==> src/rtl/commit_sched.sv <==
// ROB retirement scheduler: picks the in-order retire prefix, drives the registered
// commit bus, handshakes stores with the store path and pulses flush after a mispredict.
module commit_sched #(
    parameter int unsigned MAX_COMMITS = 2,
    parameter int unsigned ROB_W       = 5,
    parameter int unsigned AREG_W      = 5,
    parameter int unsigned PREG_W      = 6,
    parameter int unsigned VAL_W       = 32
) (
    input  logic                              clk,
    input  logic                              reset_n,
    input  logic [ROB_W-1:0]                  rob_head_ptr,
    input  logic [ROB_W:0]                    rob_count,
    input  logic [MAX_COMMITS-1:0]            head_ready,
    input  logic [2*MAX_COMMITS-1:0]          head_type,
    input  logic [MAX_COMMITS-1:0]            head_mispred,
    input  logic [AREG_W*MAX_COMMITS-1:0]     head_arch_reg,
    input  logic [PREG_W*MAX_COMMITS-1:0]     head_phy_reg,
    input  logic [VAL_W*MAX_COMMITS-1:0]      head_value,
    output logic [$clog2(MAX_COMMITS+1)-1:0]  rob_retire_cnt,
    output logic                              store_req,
    output logic [ROB_W-1:0]                  store_tag,
    input  logic                              store_ack,
    output logic [MAX_COMMITS-1:0]            commit_valid,
    output logic [ROB_W*MAX_COMMITS-1:0]      commit_tag,
    output logic [AREG_W*MAX_COMMITS-1:0]     commit_arch_reg_addr,
    output logic [PREG_W*MAX_COMMITS-1:0]     commit_phy_reg_addr,
    output logic [VAL_W*MAX_COMMITS-1:0]      commit_value,
    output logic [2*MAX_COMMITS-1:0]          commit_type,
    output logic                              flush
);

    localparam int unsigned CNT_W = $clog2(MAX_COMMITS + 1);
    localparam logic [1:0]  T_STORE  = 2'd1;
    localparam logic [1:0]  T_BRANCH = 2'd2;

    typedef enum logic [1:0] {
        RUN        = 2'd0,
        STORE_WAIT = 2'd1,
        FLUSH      = 2'd2
    } state_t;

    state_t                 state, state_nxt;
    logic [CNT_W-1:0]       k;
    logic                   store_hit;
    logic                   mispred_hit;
    logic                   stop;
    logic [MAX_COMMITS-1:0] valid_d;
    logic                   store_req_d;
    logic                   store_load;
    logic                   flush_d;

    // Eligible in-order prefix with store / mispredict truncation
    always_comb begin
        k           = '0;
        store_hit   = 1'b0;
        mispred_hit = 1'b0;
        stop        = 1'b0;
        for (int i = 0; i < int'(MAX_COMMITS); i++) begin
            if (!stop) begin
                if (((ROB_W+1)'(i) < rob_count) && head_ready[i]) begin
                    if (head_type[2*i +: 2] == T_STORE) begin
                        store_hit = (i == 0);
                        stop      = 1'b1;
                    end else begin
                        k = CNT_W'(i + 1);
                        if ((head_type[2*i +: 2] == T_BRANCH) && head_mispred[i]) begin
                            mispred_hit = 1'b1;
                            stop        = 1'b1;
                        end
                    end
                end else begin
                    stop = 1'b1;
                end
            end
        end
    end

    // Next-state logic
    always_comb begin
        state_nxt = state;
        case (state)
            RUN: begin
                if (store_hit)        state_nxt = STORE_WAIT;
                else if (mispred_hit) state_nxt = FLUSH;
            end
            STORE_WAIT: if (store_ack) state_nxt = RUN;
            FLUSH:      state_nxt = RUN;
            default:    state_nxt = RUN;
        endcase
    end

    // Retire count and next values of the registered outputs
    always_comb begin
        rob_retire_cnt = '0;
        store_req_d    = 1'b0;
        store_load     = 1'b0;
        flush_d        = 1'b0;
        valid_d        = '0;
        if (reset_n) begin
            case (state)
                RUN: begin
                    rob_retire_cnt = k;
                    store_req_d    = store_hit;
                    store_load     = store_hit;
                    flush_d        = mispred_hit;
                end
                STORE_WAIT: begin
                    rob_retire_cnt = store_ack ? CNT_W'(1) : '0;
                    store_req_d    = !store_ack;
                end
                default: ;
            endcase
        end
        for (int i = 0; i < int'(MAX_COMMITS); i++) begin
            valid_d[i] = (CNT_W'(i) < rob_retire_cnt);
        end
    end

    // State and output registers; data of non-committing slots is held
    always_ff @(posedge clk) begin
        if (!reset_n) begin
            state                <= RUN;
            commit_valid         <= '0;
            commit_tag           <= '0;
            commit_arch_reg_addr <= '0;
            commit_phy_reg_addr  <= '0;
            commit_value         <= '0;
            commit_type          <= '0;
            store_req            <= 1'b0;
            store_tag            <= '0;
            flush                <= 1'b0;
        end else begin
            state        <= state_nxt;
            commit_valid <= valid_d;
            store_req    <= store_req_d;
            flush        <= flush_d;
            if (store_load) store_tag <= rob_head_ptr;
            for (int i = 0; i < int'(MAX_COMMITS); i++) begin
                if (valid_d[i]) begin
                    commit_tag[ROB_W*i +: ROB_W]             <= rob_head_ptr + ROB_W'(i);
                    commit_arch_reg_addr[AREG_W*i +: AREG_W] <= head_arch_reg[AREG_W*i +: AREG_W];
                    commit_phy_reg_addr[PREG_W*i +: PREG_W]  <= head_phy_reg[PREG_W*i +: PREG_W];
                    commit_value[VAL_W*i +: VAL_W]           <= head_value[VAL_W*i +: VAL_W];
                    commit_type[2*i +: 2]                    <= head_type[2*i +: 2];
                end
            end
        end
    end

endmodule
==> config.mk <==
export PLATFORM = sky130hd
export DESIGN_NAME = commit_sched
export DESIGN_NICKNAME = d
export VERILOG_FILES = /design/src/rtl/commit_sched.sv
export SDC_FILE = /design/constraint.sdc
export NUM_CORES = 1
export LEC_CHECK = 0
export CORE_UTILIZATION = 44
export DETAILED_ROUTE_END_ITERATION = 10
export GPL_TIMING_DRIVEN = 0
export PLACE_DENSITY_LB_ADDON = 0.05
export SLEW_MARGIN = 0
export SYNTH_ARGS = -nofsm -noshare
export SYNTH_HDL_FRONTEND = slang
export SYNTH_SLANG_ARGS = --single-unit
==> constraint.sdc <==
create_clock -name clk -period 3.54 [get_ports clk]
set_clock_uncertainty 0.1 [all_clocks]
set_input_delay 0.708 -clock clk [delete_from_list [all_inputs] [get_ports clk]]
set_output_delay 0.708 -clock clk [all_outputs]
set_load 0.1 [all_outputs]
==> flow_summary.yaml <==
logic_synthesis:
  yosys_warnings: 0
  synth_area_per_cell_um2: 9.014
  synth.largest_area_cell: "dfxtp_1"
  synth_top_area_share_pct: 47.50
  synth_area_um2: 4678
  ys_ff_latch: 111
  syn_nets: 628
  post_synth_num_cell_types: 31
  synth.area.top_cells: "dfxtp_1, o211ai_1, mux2i_1, a21oi_1, nand2_1"
  ys_seq_area_share_pct: 47.50
  syn_inst: 519
floorplan:
  coreArea_um2: 10320
  initial_core_util_pct: 45.32
  rows: 37
  die_height_um: 105.1
  fp.dieW_um: 105.1
  die_area_um2: 11050
  ioPinCount: 219
grt:
  grt_overflow_total: 0
  grt_pass1_wl_mm: 22.10
  antenna_found_initial: 0
  grt_max_degree: 19
  grt_use_total_pct: 25.15
  grt_pass1_vias: 4567
timing:
  finalSetupViolations: 0
  worst_pin_slew_ns: 1.043
  rsz0062_at_grt: "false"
  fmax_ghz: 0.2912
  finalHoldViolations: 0
  final_max_slew_viol_count: 0
  relSlewSlack_pct: 30.26
  min_period_ns: 3.434
  finalSetupTns_ns: 0
  min_period_over_period_pct: 96.99
critical_path:
  crit_fanout: 11
  cp-start-kind: "primary input"
  crit_type: "primary input to primary output"
  cp-end-kind: "primary output"
  worstPathRequired_ns: 2.73
  cp_data_arrival_time_ns: 2.63
clock_tree:
  clk_transition_reported_paths_ns: 0.10
  htree_num_levels: 3
  hold_buffers: 0
  clock_sinks: 111
  clk_latency_ns: 0.37
  cts_made_buffers: 9
  cts_tree: "built"
  cts_root_buf: "clkbuf_8"
  clk_path_buf_depth: 2
final_layout:
  nNetsFinal: 862
  syn2layout_area_growth_pct: 56.16
  drive_above_1_share_pct: 5.805
  antenna_cells: 0
  fillers: 845
pwr:
  totalPowerFinal_mw: 2.978
  peakVddDrop_mv: 0.2035
  p_per_area_nw_per_um2: 407.6
  leakagePower_nw: 3.000
detailed_routing:
  antenna_left: 0
  dr.pass1.iters: 6
  drc: 0
  viasPerCell: 5.187
  totalWireLength_mm: 13.88
  num_vias: 4637
  wire_per_inst_um: 15.53
  drtIter0Drc: 172
hold_path:
  hold_path.class: "flip-flop to flip-flop"
place:
  io_buffers: 218
  place.gp.congestion: 0.8301
  dp_hpwl_mm: 10.39
run:
  maxCapViolCount: 0
run_status:
  status: "finished, final reports clean"
==> layer usage <==
metal | part of all wire [%] | track usage, %
met5 | 0 | 0
met4 | 2.4 | 10.26
met3 | 5.8 | 6.425
met2 | 48 | 42.62
met1 | 43 | 30.28
==> per-stage QoR <==
stage	instances	setup WS (ns)	utilization (%)	area, um^2	hold WS, ns
2_1_floorplan	519	0.3159	-	4682	0.4117
6_report	894	0.1064	70.77	7306	0.3627
3_3_place_gp	873	-0.9354	68.14	7034	0.3442
5_1_grt	894	0.02155	70.77	7306	0.3779
4_1_cts	888	0.01105	70.14	7241	0.3678
3_5_place_dp	873	-0.9447	68.14	7034	0.3508
==> area by class of cell <==
cell class	instances	area (um^2)	share of cell area, %
Timing Repair Buffer	225	2230	30.52
Sequential cell	111	2222	30.42
Multi-Input combinational cell	304	2029	27.78
Buffer	50	245.2	3.357
Inverter	52	195.2	2.672
Tap cell	136	170.2	2.329
Clock buffer	11	151.4	2.072
Clock inverter	5	62.56	0.8563
==> synthesized netlist by cell type (all sizes together) <==
library cell / instances
o211a: 1
or2: 1
or4: 2
o221ai: 1
o211ai: 100
mux2i: 50
nand3: 2
a211oi: 1
inv: 52
buf: 13
a31o: 2
nand2: 63
dfxtp: 111
nor2: 2
nor4bb: 1
a21oi: 57
xor2: 2
clkbuf: 39
o21ai: 9
xnor2: 1
nor4: 1
ha: 1
and2: 1
nand2b: 1
nor2b: 3
nand4b: 2
==> layout by cell type (no fill, tap or decap), drive strengths merged, types with 3 or more instances in the layout <==
cell,instances
dfxtp,111
buf,20
inv,54
nor2b,3
clkbuf,50
clkdlybuf4s50,216
o211ai,100
a21oi,57
mux2i,50
nand2,63
o21ai,9
==> kinds of logic after synthesis <==
family | Yosys count | synth area share [%]
flip-flops | 111 | 47.50
XOR/XNOR | 3 | 0.5618
multiplexers | 50 | 10.70
adder cells (fa/ha/maj) | 1 | 0.2674
AND/OR/NAND/NOR | 79 | 7.356
buffers and inverters | 104 | 9.441
AO/OA/AOI/OAI | 171 | 24.18
==> where the power goes <==
part / switching (mW) / internal (mW)
Clock: 0.435 / 0.371
Sequential: 0.0287 / 1.30
Combinational: 0.575 / 0.265
==> critical path: stages <==
cell	delay [ns]
clkdlybuf4s50_1	0.44
or4_4	0.59
o221ai_4	0.17
nand4b_1	0.19
buf_12	0.15
inv_1	0.04
buf_4	0.12
buf_4	0.22
==> flip-flops by register name, indices dropped and copies added, names as in the netlist <==
signal                flops
commit_value             64
commit_phy_reg_addr      12
commit_arch_reg_addr     10
commit_tag               10
store_tag                 5
commit_type               4
commit_valid              2
state                     2
flush                     1
store_req                 1
==> path summary, 6_finish.rpt <==
kind | cells after the start | start | endpoint | slack [ns]
setup reg to reg | 5 | state[0] | commit_phy_reg_addr[0] | 1.42
setup / recovery | 8 | rob_count[5] | rob_retire_cnt[1] | 0.11
hold reg to reg | 2 | commit_arch_reg_addr[9] | commit_arch_reg_addr[9] | 0.36
hold / removal | 2 | commit_arch_reg_addr[9] | commit_arch_reg_addr[9] | 0.36
==> timing repair <==
action                     CTS  global route
buffers inserted             0             7
resized for setup           15             2
cloned                       0             0
setup endpoints to repair    2             2
pin swaps                    0             0
(Power assumes the default switching activity.)
